`config.mk`:
```
export PLATFORM = sky130hd
export DESIGN_NAME = mc_ctrl
export DESIGN_NICKNAME = d
export VERILOG_FILES = /design/src/rtl/mc_ctrl.sv
export SDC_FILE = /design/constraint.sdc
export NUM_CORES = 1
export LEC_CHECK = 0
export BUFFER_PORTS_ARGS = -buffer_cell sky130_fd_sc_hd__clkbuf_2
export CAP_MARGIN = 20
export CORE_MARGIN = 2
export CORE_UTILIZATION = 45
export CTS_BUF_LIST = sky130_fd_sc_hd__clkbuf_4 sky130_fd_sc_hd__clkbuf_8
export CTS_CLUSTER_DIAMETER = 80
export DETAILED_ROUTE_END_ITERATION = 10
export GPL_ROUTABILITY_DRIVEN = 0
export GPL_TIMING_DRIVEN = 0
export PLACE_DENSITY = 0.73
export SYNTH_ARGS = -nofsm -noshare
export SYNTH_HDL_FRONTEND = slang
export SYNTH_SLANG_ARGS = --single-unit
```
`constraint.sdc`:
```
create_clock -name Clk -period 8.4 [get_ports Clk]
set_input_delay 2.1 -clock Clk [delete_from_list [all_inputs] [get_ports Clk]]
set_output_delay 2.1 -clock Clk [all_outputs]
set_load 0.1 [all_outputs]
```
`src/rtl/mc_ctrl.sv`:
```
// mc_ctrl: multicycle MIPS control FSM sequencing fetch/decode/execute/memory/write-back.
//   in : Clk, Reset (sync, active-high), Opcode/Funct (from IR), Zero (ALU flag), MemAck
//   out: PC_LdEn/PC_sel, IR_LdEn, RF_WrEn/RF_WrDst_sel/RF_WrData_sel, ALU_Bin_sel, Imm_zext,
//        ALU_func, MEM_RdEn/MEM_WrEn, Illegal pulse, Retired count, State (debug)
module mc_ctrl (
    input  logic        Clk,
    input  logic        Reset,
    input  logic [5:0]  Opcode,
    input  logic [5:0]  Funct,
    input  logic        Zero,
    input  logic        MemAck,
    output logic        PC_LdEn,
    output logic [1:0]  PC_sel,
    output logic        IR_LdEn,
    output logic        RF_WrEn,
    output logic        RF_WrDst_sel,
    output logic        RF_WrData_sel,
    output logic        ALU_Bin_sel,
    output logic        Imm_zext,
    output logic [3:0]  ALU_func,
    output logic        MEM_RdEn,
    output logic        MEM_WrEn,
    output logic        Illegal,
    output logic [31:0] Retired,
    output logic [3:0]  State
);
    typedef enum logic [3:0] {
        FETCH = 4'd0, DECODE = 4'd1, EXEC_R = 4'd2, EXEC_I = 4'd3,
        MEM_ADDR = 4'd4, MEM_RD = 4'd5, MEM_WR = 4'd6, WB_R = 4'd7,
        WB_I = 4'd8, WB_LW = 4'd9, BRANCH = 4'd10, JUMP = 4'd11
    } state_t;
    state_t      state_q, state_d;
    logic [31:0] retired_q, retired_d;
    logic        is_r, r_ok, is_addi, is_andi, is_ori, is_lw, is_sw, is_beq, is_bne, is_j;
    logic [3:0]  r_func, i_func;
    always_comb begin
        is_r    = Opcode == 6'b000000;
        is_addi = Opcode == 6'b001000;
        is_andi = Opcode == 6'b001100;
        is_ori  = Opcode == 6'b001101;
        is_lw   = Opcode == 6'b100011;
        is_sw   = Opcode == 6'b101011;
        is_beq  = Opcode == 6'b000100;
        is_bne  = Opcode == 6'b000101;
        is_j    = Opcode == 6'b000010;
        r_func  = Funct == 6'b100010 ? 4'd1 :
                  Funct == 6'b100100 ? 4'd2 :
                  Funct == 6'b100101 ? 4'd3 :
                  Funct == 6'b101010 ? 4'd4 : 4'd0;
        r_ok    = is_r && (Funct == 6'b100000 || Funct == 6'b100010 || Funct == 6'b100100 ||
                           Funct == 6'b100101 || Funct == 6'b101010);
        i_func  = is_andi ? 4'd2 : is_ori ? 4'd3 : 4'd0;
    end
    always_comb begin
        state_d       = FETCH;
        PC_LdEn       = 1'b0;
        PC_sel        = 2'd0;
        IR_LdEn       = 1'b0;
        RF_WrEn       = 1'b0;
        RF_WrDst_sel  = 1'b0;
        RF_WrData_sel = 1'b0;
        ALU_Bin_sel   = 1'b0;
        Imm_zext      = 1'b0;
        ALU_func      = 4'd0;
        MEM_RdEn      = 1'b0;
        MEM_WrEn      = 1'b0;
        Illegal       = 1'b0;
        case (state_q)
            FETCH: begin
                IR_LdEn = 1'b1;
                state_d = DECODE;
            end
            DECODE: begin
                state_d = r_ok ? EXEC_R :
                          (is_addi || is_andi || is_ori) ? EXEC_I :
                          (is_lw || is_sw) ? MEM_ADDR :
                          (is_beq || is_bne) ? BRANCH :
                          is_j ? JUMP : FETCH;
                // Unsupported instructions retire here as a no-op advancing to PC+4.
                Illegal = state_d == FETCH;
                PC_LdEn = state_d == FETCH;
            end
            EXEC_R: begin
                ALU_func = r_func;
                state_d  = WB_R;
            end
            EXEC_I: begin
                ALU_Bin_sel = 1'b1;
                ALU_func    = i_func;
                Imm_zext    = is_andi || is_ori;
                state_d     = WB_I;
            end
            WB_R: begin
                ALU_func     = r_func;
                RF_WrEn      = 1'b1;
                RF_WrDst_sel = 1'b1;
                PC_LdEn      = 1'b1;
            end
            WB_I: begin
                ALU_Bin_sel = 1'b1;
                ALU_func    = i_func;
                Imm_zext    = is_andi || is_ori;
                RF_WrEn     = 1'b1;
                PC_LdEn     = 1'b1;
            end
            MEM_ADDR: begin
                ALU_Bin_sel = 1'b1;
                state_d     = is_lw ? MEM_RD : MEM_WR;
            end
            MEM_RD: begin
                MEM_RdEn = 1'b1;
                state_d  = MemAck ? WB_LW : MEM_RD;
            end
            MEM_WR: begin
                MEM_WrEn = 1'b1;
                PC_LdEn  = MemAck;
                state_d  = MemAck ? FETCH : MEM_WR;
            end
            WB_LW: begin
                RF_WrEn       = 1'b1;
                RF_WrData_sel = 1'b1;
                PC_LdEn       = 1'b1;
            end
            BRANCH: begin
                ALU_func = 4'd1;
                PC_LdEn  = 1'b1;
                PC_sel   = ((is_beq && Zero) || (is_bne && !Zero)) ? 2'd1 : 2'd0;
            end
            JUMP: begin
                PC_LdEn = 1'b1;
                PC_sel  = 2'd2;
            end
            default: state_d = FETCH;
        endcase
        // Reset masks every side effect, even mid memory access.
        if (Reset) begin
            PC_LdEn  = 1'b0;
            IR_LdEn  = 1'b0;
            RF_WrEn  = 1'b0;
            MEM_RdEn = 1'b0;
            MEM_WrEn = 1'b0;
            Illegal  = 1'b0;
        end
        retired_d = retired_q + {31'd0, PC_LdEn};
    end
    always_ff @(posedge Clk) begin
        if (Reset) begin
            state_q   <= FETCH;
            retired_q <= 32'd0;
        end else begin
            state_q   <= state_d;
            retired_q <= retired_d;
        end
    end
    assign Retired = retired_q;
    assign State   = state_q;
endmodule
```
After elaboration in Yosys (flattened, before gate mapping)
Cells that the tools add are included.
{"block": "word_totals", "input_bits": 16, "word_cells": 83, "regBits": 36, "out_inout_bits": 52}
{"block": "op_classes", "muxes": 34, "n_eq_ne": 24, "n_addsub": 1, "n_reduce_logical": 22}
{"cell": "== test 6 bit, second input constant", "count": 7}
{"cell": "adder 32 x 1 -> 32 bit", "count": 1}
{"cell": "case mux 4 bit (7 select lines)", "count": 1}
{"cell": "two-way mux 4 bit", "count": 6}
{"cell": "== test 6 x 4 -> 1 bit, second input constant", "count": 3}
{"cell": "== test 4 x 3 -> 1 bit, second input constant", "count": 4}
{"cell": "== test 4 bit, second input constant", "count": 4}
{"cell": "two-way mux 1 bit", "count": 16}
{"cell": "two-way mux 3 bit", "count": 5}
{"cell": "== test 6 x 3 -> 1 bit, second input constant", "count": 2}
{"cell": "logical OR 1 bit", "count": 10}
{"cell": "case mux 3 bit (3 select lines)", "count": 1}
{"cell": "== test 4 x 2 -> 1 bit, second input constant", "count": 2}
{"cell": "zero test 4 bit", "count": 2}
{"cell": "== test 6 x 2 -> 1 bit, second input constant", "count": 1}
{"cell": "zero test 6 bit", "count": 1}
{"cell": "two-way mux 2 bit", "count": 3}
{"cell": "OR reduction 3 bit", "count": 2}
{"cell": "OR reduction 5 bit", "count": 1}
{"cell": "== test 4 x 1 -> 1 bit, second input constant", "count": 1}
{"cell": "case mux 2 bit (2 select lines)", "count": 1}
{"cell": "OR reduction 2 bit", "count": 2}
{"cell": "logical AND 1 bit", "count": 3}
{"cell": "case mux 1 bit (3 select lines)", "count": 1}
{"cell": "zero test 1 bit", "count": 1}

Logic depth before layout (Yosys ltp)
Gate-level depths: netlist of the first run.
{"block": "depth", "ltp_word": 11, "mapped_depth": 13, "depth_no_buf": 12}

Worst setup path before layout of the first run
No wires, ideal clock.
{"block": "synth_path", "kind": "input -> output", "startpoint": "input port Opcode[0]", "endpoint": "output port Illegal", "path_slack_ps": 701, "t_required_ps": 6300, "path_buffers": 1, "path_stages": 5, "arrival_ps": 5599, "cell_sequence": "clkbuf_1 > inv_1 > o21ai_0 > o41ai_1 > nor4_1"}
{"block": "synth_via", "elab_chain_cells": 9, "elab_cells_between_ends": 22, "classes_between": "eq/ne: 8; mux: 7; reduce/logical: 7"}
{"element": "from (decl)", "line": "8", "source": "input logic [5:0] Opcode,"}
{"element": "== test 6 x 2 -> 1 bit (tied with other cells)", "line": "45", "source": "is_j = Opcode == 6'b000010;"}
{"element": "two-way mux 4 bit / logical OR 1 bit (equally long branches)", "line": "78, 77"}
{"element": "two-way mux 4 bit", "line": "77", "source": "(is_beq || is_bne) ? BRANCH :"}
{"element": "two-way mux 4 bit", "line": "76", "source": "(is_lw || is_sw) ? MEM_ADDR :"}
{"element": "two-way mux 4 bit", "line": "75", "source": "(is_addi || is_andi || is_ori) ? EXEC_I :"}
{"element": "two-way mux 4 bit (*)", "line": "74", "source": "state_d = r_ok ? EXEC_R :"}
{"element": "zero test 4 bit (*)", "line": "80", "source": "Illegal = state_d == FETCH;"}
{"element": "two-way mux 1 bit (*)", "line": "68", "source": "case (state_q)"}
{"element": "two-way mux 1 bit (*)", "line": "136", "source": "if (Reset) begin"}
{"element": "to (decl)", "line": "23", "source": "output logic Illegal,"}
Mark *: on every way between the ends. The rest lies on a longest branch, timed or not.

Final worst setup path of the first run
{"block": "layout_path", "startpoint": "input port Opcode[5]", "endpoint": "output port ALU_func[0]"}
{"block": "layout_via", "elab_chain_cells": 4, "elab_cells_between_ends": 5, "classes_between": "eq/ne: 2; mux: 3"}
{"element": "== test 6 x 4 -> 1 bit", "line": "40", "source": "is_ori = Opcode == 6'b001101;"}
{"element": "two-way mux 2 bit", "line": "52", "source": "i_func = is_andi ? 4'd2 : is_ori ? 4'd3 : 4'd0;"}
{"element": "two-way mux 2 bit (*)", "line": "52"}
{"element": "case mux 3 bit (3 select lines) (*)", "line": "68"}
{"element": "to (decl)", "line": "20", "source": "output logic [3:0] ALU_func,"}
Marks and branches as above.

==> reports/summary.log, run 1 <==
[outcome] run status finished clean
[sta] worst hold slack 0.479 ns
[clock_tree] clock tree root driver cell clkbuf_8
[synthesis] FF+latch count, synth 36
[pwr] switching power share of the total 31.5%
[pwr] leakage power figure 1.09 nW
[synthesis] netlist area before placement 0.00202 mm2
[floorplan] Die Ht 71.1 um
[sta] number of hold-slack violations in the final timing report 0
[setup_path] cell repeated most along the worst path clkbuf_2
[setup_path] worst stage delay on the critical path 0.65 ns
[drt] Vias/cell 5.34
[floorplan] Die X 71.1 um
[floorplan] # IOs 68
[clock_tree] total number of clock tree sinks 36
[placement] estimated wirelength of the detail-placed design 3.53 mm
[finish] final cell utilization of the core 57.6%
[placement] number of input and output port buffers inserted 65
[sta] post-route minimum period 6.08 ns
[clock_tree] maximum count of clock buffers along a single path 2
[drt] TritonRoute pass-1 iters 6
[drt] routed wire length 4.75 mm
[clock_tree] number of buffers added by the clock tree synthesis step 5
[clock_tree] later-pin clock latency in the skew report 0.29 ns
[sta] peak clock frequency supported by timing 164 MHz
[synthesis] top cell type's share of synthesized area 35.6%
[drt] antenna violation net count after detailed routing 0
[pwr] design internal power 0.253 mW
[synthesis] dominant cell type by area after synthesis dfxtp_1
[synthesis] Async S/R FF share, synth 0%
[synthesis] top area cells in the synthesized netlist dfxtp_1, xor2_1, nor2_1
[synthesis] leading register cell type out of synthesis dfxtp_1
[drt] Wirelength per Cell 12.5 um
[sta] Max Transition Viols Final 0
[setup_path] cells along the critical path clkbuf_2 > nor3_1 > nand2_1 > or4b_2 > o21ai_0 > clkbuf_2
[clock_tree] number of hold buffers added after CTS 0
[global_route] pin count of the biggest net entering global routing 12
[synthesis] post-synthesis average cell area 7.93 um2
[pwr] part of the power in registers 47.3%
[setup_path] Worst EP arrival 3.98 ns
[placement] pre-CTS setup slack 2.32 ns
[finish] share of layout cells above drive strength 1 25.0%
[job] MaxCap Viol Count 0
[synthesis] synthesized netlist cell count 255
[pwr] combinational share of power 18.4%
[global_route] via count of the first global-routing pass 1,849
[finish] Layout Nets 345
[setup_path] type of element capturing the critical path output port
[setup_path] critical-path cell with the highest stage delay or4b_2
[floorplan] Die Area 0.00505 mm2
[sta] clock tree skew after final layout 0.00481 ns
[global_route] first-pass GRT wire length 8.06 mm
[synthesis] distinct cell type count after synthesis 48
[global_route] all-layer global routing usage 19.5%
[drt] Initial DRC Count 77
[global_route] overall overflow remaining after global route 0
[synthesis] most numerous cell types in the synthesized netlist nor2_1, dfxtp_1, nand2_1, xor2_1, nand3_1
[sta] number of setup violations in the final report 0
[clock_tree] post-CTS setup buffers 0
[setup_path] crit path launch type primary input
[clock_tree] Gates resized, CTS repair 0
[floorplan] number of core rows 24
[synthesis] syn nets 273
[setup_path] logic depth of the worst register-to-register path 12
[pwr] P_sw 0.117 mW
[sta] worst setup slack after layout 2.32 ns
[pwr] power share of the clock group 34.3%
[finish] filler cell count in the final layout 398
[min_path] Hold Path Cell Cnt 2
[clock_tree] clock-pin transition on the worst setup and hold timing paths 0.07 ns
[sta] final setup TNS 0 ns
[floorplan] initial core utilization 46.5%
[setup_path] required time reported for the critical path endpoint 6.30 ns
[setup_path] minimum setup slack among reg-to-reg paths 5.21 ns
[setup_path] Setup CP Type in2out
[clock_tree] TritonCTS clock tree done
[drt] DR vias 2,030
[synthesis] sequential area share after synthesis 35.6%
[min_path] class of the worst hold path reg2reg
[global_route] initial antenna violation count 0
[drt] post-route DRC violation count 0
[synthesis] number of warnings issued by yosys 0
[pwr] Peak VDD IR 0.0652 mV
[sta] headroom to the max-slew limit 50.5%
[finish] diode count 0
[floorplan] CORE AREA 0.00435 mm2
[synthesis] number of synthesized flops with an enable pin 0
[sta] share of the clock period used by the worst path 72.4%
[clock_tree] H-tree lvl count 2
[pwr] power per standard cell area 148 mW/mm2
[synthesis] count leader, synth nor2_1
[sta] unrepaired setup endpoints after global routing no
[finish] layout-stage area growth over the synthesis result 23.9%
[pwr] post-layout power 0.370 mW
[sta] actual transition at the worst max-transition pin 0.733 ns
[setup_path] highest net fanout along the worst path 7
[per-layer routing]
| layer | track usage [%] | share of wire, % |
|---|---|---|
| met5 | 0 | 0 |
| met4 | 5.87 | 1.1 |
| met1 | 25.3 | 46 |
| met2 | 31.9 | 46 |
| met3 | 4.99 | 7.1 |
[worst max-delay path: cells and delay by family]
kind                   cells  cell delay [ns]
AND/OR/NAND/NOR            3             1.10
AO/OA/AOI/OAI              1             0.17
buffers and inverters      2             0.61
[power by group through the flow]
stage	Sequential, mW	Clock, mW	Combinational (mW)
final	0.175	0.127	0.0679
after global routing	0.175	0.137	0.0724
after CTS	0.175	0.128	0.0677
after detailed placement	0.179	0	0.0674
after global placement	0.179	0	0.0671
after floorplan	0.192	0	0.0389
[registers in the layout, summed over array words and instances (netlist names)]
register / cells
Retired: 32
State: 4
[layout by cell type (no fill, tap or decap), types with 6 or more instances in the layout]
master and count:
clkbuf_2 66, nor2_1 43, dfxtp_1 36, nand2_1 22
xor2_1 22, nand3_1 13, o21ai_0 10, nor3_1 9
clkbuf_1 8, nand4_1 8, xnor2_1 7, a21oi_1 7
inv_1 6, clkbuf_8 6
[per-stage QoR]
| step | std cells | area, um2 |
|---|---|---|
| 6_report | 380 | 2510 |
| 5_1_grt | 380 | 2510 |
| 4_1_cts | 380 | 2510 |
| 3_5_place_dp | 372 | 2410 |
| 3_3_place_gp | 372 | 2410 |
| 2_1_floorplan | 255 | 2020 |
[area by class of cell]
type / count / area (um2) / area share [%]
clock buffers: 6 / 82.6 / 3.30
flip-flops and latches: 36 / 721 / 28.8
inverters: 6 / 22.5 / 0.899
repair buffers: 65 / 325 / 13.0
well taps: 52 / 65.1 / 2.60
plain buffers: 12 / 51.3 / 2.05
clock inverters: 2 / 10.0 / 0.399
multi-input cells: 201 / 1230 / 49.0
[logic make-up (layout without fill, tap and decap cells)]
family / after synthesis / count (layout) / share of synthesized area [%]
simple gates: 135 / 135 / 35.1
flops: 36 / 36 / 35.6
compound gates: 31 / 31 / 10.1
xor+xnor: 29 / 29 / 12.6
buf+inv: 18 / 91 / 3.65
mux: 3 / 3 / 1.48
fa+ha+maj: 2 / 2 / 1.24
other cells: 1 / 1 / 0.185
[final timing paths]
check,startpoint,endpoint
max,Opcode[5],ALU_func[0]
min,Retired[31],Retired[31]
max reg2reg,State[1],Retired[26]
min reg2reg,Retired[31],Retired[31]
Note: power is estimated with default switching activity, not from simulation.
==> inputs of run 2 (changes only) <==
--- a/config.mk
+++ b/config.mk
@@ -14,7 +14,7 @@
 export DETAILED_ROUTE_END_ITERATION = 10
 export GPL_ROUTABILITY_DRIVEN = 0
 export GPL_TIMING_DRIVEN = 0
-export PLACE_DENSITY = 0.73
+export PLACE_DENSITY = 0.75
 export SYNTH_ARGS = -nofsm -noshare
 export SYNTH_HDL_FRONTEND = slang
 export SYNTH_SLANG_ARGS = --single-unit
==> constraint.sdc (replaced) <==
create_clock -name Clk -period 4.9 [get_ports Clk]
set_input_delay 1.225 -clock Clk [delete_from_list [all_inputs] [get_ports Clk]]
set_output_delay 1.225 -clock Clk [all_outputs]
set_load 0.1 [all_outputs]
==> run 2 against run 1 <==
  * Register-to-register slack got worse by 3.5 ns
  * Power rose by 68%
  * Die area unchanged
  * Cell count down 0.26%
  * Worst hold slack better by 0.016 ns
  * Combinational power increased by 74%
  * Cell area rose by 0.70%
  * Critical path depth stayed put
  * Sequential power is 71% higher
  * Wire length is 1.6% higher
  * Clock power up 60%
  * Critical path type unchanged
==> reports/summary.log, run 2 (synthesis gave the netlist of run 1 again) <==
[drt] TritonRoute pass-1 iters 4 [was 6]
[drt] Vias/cell 5.37 [was 5.34]
[clock_tree] H-tree lvl count 2 [unchanged]
[floorplan] Die Ht 71.1 um [unchanged]
[clock_tree] number of buffers added by the clock tree synthesis step 5 [unchanged]
[finish] top library cells by usage in the layout, fill and taps aside clkbuf_2, nor2_1, dfxtp_1, nand2_1, xor2_1 [unchanged]
[drt] routed wire length 4.83 mm [was 4.75 mm]
[clock_tree] TritonCTS clock tree done [unchanged]
[sta] peak clock frequency supported by timing 232 MHz
[setup_path] Setup CP Type in2out [unchanged]
[drt] antenna violation net count after detailed routing 0 [unchanged]
[sta] final setup TNS 0 ns [unchanged]
[global_route] all-layer global routing usage 19.2% [was 19.5%]
[finish] layout-stage area growth over the synthesis result 24.7% [was 23.9%]
[clock_tree] number of hold buffers added after CTS 0 [unchanged]
[pwr] leakage power figure 1.08 nW [was 1.09 nW]
[floorplan] Die Area 0.00505 mm2 [unchanged]
[job] MaxCap Viol Count 0 [unchanged]
[setup_path] cells along the critical path clkbuf_2 > nor3_1 > nand2_1 > or4b_2 > o21ai_1 > clkbuf_2 [was clkbuf_2 > nor3_1 > nand2_1 > or4b_2 > o21ai_0 > clkbuf_2]
[clock_tree] maximum count of clock buffers along a single path 2 [unchanged]
[setup_path] critical-path cell with the highest stage delay or4b_2 [unchanged]
[sta] number of hold-slack violations in the final timing report 0 [unchanged]
[finish] share of layout cells above drive strength 1 26.6% [was 25.0%]
[outcome] run status finished clean [unchanged]
[drt] Initial DRC Count 87 [was 77]
[global_route] pin count of the biggest net entering global routing 11 [was 12]
[global_route] first-pass GRT wire length 7.88 mm [was 8.06 mm]
[setup_path] cell repeated most along the worst path clkbuf_2 [unchanged]
[floorplan] CORE AREA 0.00435 mm2 [unchanged]
[placement] number of input and output port buffers inserted 65 [unchanged]
[sta] post-route minimum period 4.32 ns
[global_route] overall overflow remaining after global route 0 [unchanged]
[pwr] power per standard cell area 246 mW/mm2 [was 148 mW/mm2]
[finish] Finished Cell Area 0.00252 mm2 [was 0.00251 mm2]
[setup_path] worst stage delay on the critical path 0.67 ns [was 0.65 ns]
[placement] estimated wirelength of the detail-placed design 3.63 mm [was 3.53 mm]
[floorplan] # IOs 68 [unchanged]
[sta] worst setup slack after layout 0.582 ns [was 2.32 ns]
[clock_tree] clock-pin transition on the worst setup and hold timing paths 0.07 ns [about the same]
[sta] headroom to the max-slew limit 46.1% [was 50.5%]
[min_path] class of the worst hold path reg2reg [unchanged]
[finish] area taken by multi-input logic gates 0.00126 mm2 [was 0.00123 mm2]
[floorplan] initial core utilization 46.5% [unchanged]
[setup_path] Worst EP arrival 3.09 ns [was 3.98 ns]
[sta] actual transition at the worst max-transition pin 0.798 ns [was 0.733 ns]
[sta] number of setup violations in the final report 0 [unchanged]
[sta] clock tree skew after final layout 0.00294 ns [was 0.00481 ns]
[floorplan] number of core rows 24 [unchanged]
[clock_tree] Gates resized, CTS repair 0 [unchanged]
[placement] pre-CTS setup slack 0.583 ns [was 2.32 ns]
[clock_tree] clock tree root driver cell clkbuf_8 [unchanged]
[drt] post-route DRC violation count 0 [unchanged]
[clock_tree] total number of clock tree sinks 36 [unchanged]
[floorplan] Die X 71.1 um [unchanged]
[global_route] initial antenna violation count 0 [unchanged]
[setup_path] type of element capturing the critical path output port [unchanged]
[pwr] post-layout power 0.621 mW [was 0.370 mW]
[placement] instance area at placement 0.00244 mm2 [was 0.00241 mm2]
[pwr] part of the power in registers 48.3% [was 47.3%]
[pwr] design internal power 0.425 mW [was 0.253 mW]
[setup_path] highest net fanout along the worst path 7 [unchanged]
[finish] filler cell count in the final layout 414 [was 398]
[drt] Wirelength per Cell 12.7 um [was 12.5 um]
[setup_path] required time reported for the critical path endpoint 3.67 ns [was 6.30 ns]
[pwr] Peak VDD IR 0.111 mV [was 0.0652 mV]
[drt] DR vias 2,034 [was 2,030]
[pwr] power share of the clock group 32.6% [was 34.3%]
[clock_tree] post-CTS setup buffers 0 [unchanged]
[finish] diode count 0 [unchanged]
[finish] number of flip-flops under the largest register name 32 [unchanged]
[pwr] combinational share of power 19.1% [was 18.4%]
[sta] share of the clock period used by the worst path 88.1%
[sta] Max Transition Viols Final 0 [unchanged]
[setup_path] crit path launch type primary input [unchanged]
[finish] most common cell after layout, fill and taps aside clkbuf_2 [unchanged]
[pwr] P_sw 0.196 mW [was 0.117 mW]
[clock_tree] later-pin clock latency in the skew report 0.28 ns [was 0.29 ns]
[pwr] switching power share of the total 31.6% [was 31.5%]
[finish] Layout Nets 345 [unchanged]
[finish] area taken by flip-flops and latches 721 um2 [unchanged]
[global_route] via count of the first global-routing pass 1,848 [was 1,849]
[sta] unrepaired setup endpoints after global routing no [unchanged]
[run 2: per-layer routing]
metal | part of all wire, % | vias to the layer above | global-route usage [%] | routed length (um)
li1 | - | 1032 | - | -
met1 | 45 | 928 | 22.8 | 2170
met2 | 49 | 68 | 33.5 | 2350
met3 | 5.1 | 6 | 4.42 | 245
met4 | 1.2 | 0 | 7.76 | 57
met5 | 0 | - | 0 | 0
[run 2: cell type report]
type	instances	share of cell area, %
Multi-Input combinational cell	201	49.8
Sequential cell	36	28.6
Timing Repair Buffer	65	12.9
Clock buffer	6	3.02
Tap cell	52	2.58
Buffer	12	2.03
Inverter	6	0.892
Clock inverter	1	0.198
[run 2: worst max-delay path, delay by kind of cell]
family | cells | cell delay (ns)
AND/OR/NAND/NOR | 3 | 1.11
buffers and inverters | 2 | 0.61
AO/OA/AOI/OAI | 1 | 0.15
[run 2: worst paths after layout]
kind                            slack, ns         from           to  depth (start not counted)
worst max-delay path                 0.58    Opcode[5]  ALU_func[0]                          6
worst min-delay path                 0.49  Retired[31]  Retired[31]                          2
worst max register to register       1.74     State[1]  Retired[26]                         12
worst min register to register       0.49  Retired[31]  Retired[31]                          2
[run 2: per-stage QoR]
step	hold slack, ns	std cells	util (%)
finish	0.495	379	58.0
floorplan	0.935	255	-
detailed placement	0.495	372	56.1
global route	0.530	379	58.0
CTS	0.503	379	58.0
global placement	0.478	372	56.1
[run 2: power by group through the flow]
stage                     logic [mW]  registers, mW  clock network [mW]
final                          0.118          0.300               0.203
after global routing           0.126          0.300               0.219
after CTS                      0.118          0.300               0.208
after detailed placement       0.118          0.307                   0
after global placement         0.116          0.307                   0
after floorplan               0.0682          0.330                   0
==> inputs of run 3 (changes only) <==
--- a/config.mk
+++ b/config.mk
@@ -5,7 +5,7 @@
 export SDC_FILE = /design/constraint.sdc
 export NUM_CORES = 1
 export LEC_CHECK = 0
-export BUFFER_PORTS_ARGS = -buffer_cell sky130_fd_sc_hd__clkbuf_2
+export BUFFER_PORTS_ARGS = -buffer_cell sky130_fd_sc_hd__buf_2
 export CAP_MARGIN = 20
 export CORE_MARGIN = 2
 export CORE_UTILIZATION = 45
==> run 3 against run 2 <==
  * Count of clock-buffer cells in the layout up 2
  * Critical path depth up 1
  * Power up 4.0%
==> reports/summary.log, run 3 (synthesis gave the netlist of run 1 again) <==
[setup_path] crit path launch type primary input [unchanged]
[global_route] pin count of the biggest net entering global routing 11 [unchanged]
[finish] most common cell after layout, fill and taps aside buf_2 [was clkbuf_2]
[outcome] run status finished clean [unchanged]
[floorplan] Die X 71.1 um [unchanged]
[drt] TritonRoute pass-1 iters 4 [unchanged]
[finish] Layout Nets 345 [unchanged]
[placement] number of input and output port buffers inserted 65 [unchanged]
[clock_tree] total number of clock tree sinks 36 [unchanged]
[pwr] combinational share of power 18.3% [was 19.1%]
[clock_tree] Gates resized, CTS repair 0 [unchanged]
[global_route] first-pass GRT wire length 8.03 mm [was 7.88 mm]
[pwr] switching power share of the total 30.5% [was 31.6%]
[global_route] all-layer global routing usage 19.4% [was 19.2%]
[pwr] Peak VDD IR 0.138 mV [was 0.111 mV]
[drt] routed wire length 4.82 mm [was 4.83 mm]
[sta] number of setup violations in the final report 0 [unchanged]
[pwr] P_sw 0.197 mW [was 0.196 mW]
[sta] clock tree skew after final layout 0.00417 ns [was 0.00294 ns]
[job] MaxCap Viol Count 0 [unchanged]
[sta] post-route minimum period 4.32 ns [about the same]
[floorplan] number of core rows 24 [unchanged]
[clock_tree] maximum count of clock buffers along a single path 2 [unchanged]
[sta] peak clock frequency supported by timing 232 MHz [about the same]
[drt] Initial DRC Count 96 [was 87]
[finish] number of flip-flops under the largest register name 32 [unchanged]
[drt] DR vias 2,094 [was 2,034]
[clock_tree] clock tree root driver cell clkbuf_8 [unchanged]
[clock_tree] number of buffers added by the clock tree synthesis step 5 [unchanged]
[sta] Max Transition Viols Final 0 [unchanged]
[finish] layout-stage area growth over the synthesis result 25.5% [was 24.7%]
[clock_tree] post-CTS setup buffers 0 [unchanged]
[pwr] part of the power in registers 46.4% [was 48.3%]
[finish] top library cells by usage in the layout, fill and taps aside buf_2, nor2_1, dfxtp_1, nand2_1, xor2_1 [was clkbuf_2, nor2_1, dfxtp_1, nand2_1, xor2_1]
[setup_path] Worst EP arrival 3.09 ns [about the same]
[global_route] via count of the first global-routing pass 1,866 [was 1,848]
[floorplan] Die Ht 71.1 um [unchanged]
[setup_path] Setup CP Type in2out [unchanged]
[global_route] initial antenna violation count 0 [unchanged]
[clock_tree] H-tree lvl count 2 [unchanged]
[min_path] class of the worst hold path reg2reg [unchanged]
[floorplan] # IOs 68 [unchanged]
[setup_path] required time reported for the critical path endpoint 3.67 ns [about the same]
[pwr] power per standard cell area 254 mW/mm2 [was 246 mW/mm2]
[floorplan] CORE AREA 0.00435 mm2 [unchanged]
[sta] unrepaired setup endpoints after global routing no [unchanged]
[sta] number of hold-slack violations in the final timing report 0 [unchanged]
[pwr] leakage power figure 1.14 nW [was 1.08 nW]
[setup_path] highest net fanout along the worst path 9 [was 7]
[setup_path] type of element capturing the critical path output port [unchanged]
[clock_tree] clock-pin transition on the worst setup and hold timing paths 0.07 ns [about the same]
[finish] share of layout cells above drive strength 1 26.8% [was 26.6%]
[drt] Vias/cell 5.51 [was 5.37]
[placement] instance area at placement 0.00244 mm2 [unchanged]
[drt] Wirelength per Cell 12.7 um [about the same]
[floorplan] initial core utilization 46.5% [unchanged]
[sta] share of the clock period used by the worst path 88.1% [about the same]
[finish] filler cell count in the final layout 410 [was 414]
[sta] actual transition at the worst max-transition pin 0.903 ns [was 0.798 ns]
[drt] antenna violation net count after detailed routing 0 [unchanged]
[pwr] power share of the clock group 35.3% [was 32.6%]
[clock_tree] later-pin clock latency in the skew report 0.28 ns [about the same]
[sta] final setup TNS 0 ns [unchanged]
[drt] post-route DRC violation count 0 [unchanged]
[global_route] overall overflow remaining after global route 0 [unchanged]
[clock_tree] TritonCTS clock tree done [unchanged]
[sta] headroom to the max-slew limit 39.0% [was 46.1%]
[finish] Finished Cell Area 0.00254 mm2 [was 0.00252 mm2]
[floorplan] Die Area 0.00505 mm2 [unchanged]
[pwr] design internal power 0.449 mW [was 0.425 mW]
[finish] final cell utilization of the core 58.3% [was 58.0%]
[clock_tree] number of hold buffers added after CTS 0 [unchanged]
[placement] estimated wirelength of the detail-placed design 3.65 mm [was 3.63 mm]
[finish] diode count 0 [unchanged]
==> run 3: cell count changes in the layout (fill, tap and decap cells not counted) <==
cell,change
clkbuf_8,+1
clkinv_2,-1
clkbuf_4,+1
buf_2,+65
clkbuf_2,-65
==> run 3: area by class of cell <==
type / instances / area, um2 / share of cell area, %
repair buffers: 65 / 325 / 12.8
flip-flops and latches: 36 / 721 / 28.4
plain buffers: 12 / 51.3 / 2.02
clock buffers: 8 / 97.6 / 3.84
well taps: 52 / 65.1 / 2.56
multi-input cells: 201 / 1260 / 49.5
inverters: 6 / 22.5 / 0.887
==> run 3: final timing paths <==
| check | from | endpoint | slack, ns | cells after the start |
|---|---|---|---|---|
| worst max register to register | State[1] | Retired[31] | 1.78 | 11 |
| worst max-delay path | Opcode[0] | PC_LdEn | 0.58 | 7 |
| worst min-delay path | Retired[31] | Retired[31] | 0.49 | 2 |
| worst min register to register | Retired[31] | Retired[31] | 0.49 | 2 |
==> run 3: per-layer routing <==
layer  global-route usage (%)  vias to the layer above  routed length [um]
met5                        0                        -                   0
met4                     6.08                        0                  74
li1                         -                     1037                   -
met3                     4.70                       10                 281
met1                     24.1                      974                2080
met2                     33.2                       73                2380
==> run 3: power groups by stage <==
stage | clock network [mW] | registers [mW] | logic (mW)
global placement | 0 | 0.307 | 0.117
CTS | 0.232 | 0.300 | 0.118
floorplan | 0 | 0.330 | 0.0682
detailed placement | 0 | 0.306 | 0.118
finish | 0.228 | 0.300 | 0.118
global route | 0.241 | 0.300 | 0.125
==> run 3: critical path, cell delays in order <==
cell      delay, ns
clkbuf_1       0.19
inv_1          0.13
o21ai_0        0.14
o41ai_1        0.76
nor3_1         0.09
o21ba_2        0.27
buf_2          0.29
==> run 3: per-stage QoR <==
step | instances | worst slack [ns] | total power [mW] | hold slack (ns)
finish | 380 | 0.584 | 0.646 | 0.492
CTS | 380 | 0.617 | 0.650 | 0.497
floorplan | 255 | 0.0819 | 0.398 | 0.935
global placement | 372 | 0.619 | 0.423 | 0.477
detailed placement | 372 | 0.626 | 0.424 | 0.487
global route | 380 | 0.524 | 0.666 | 0.542
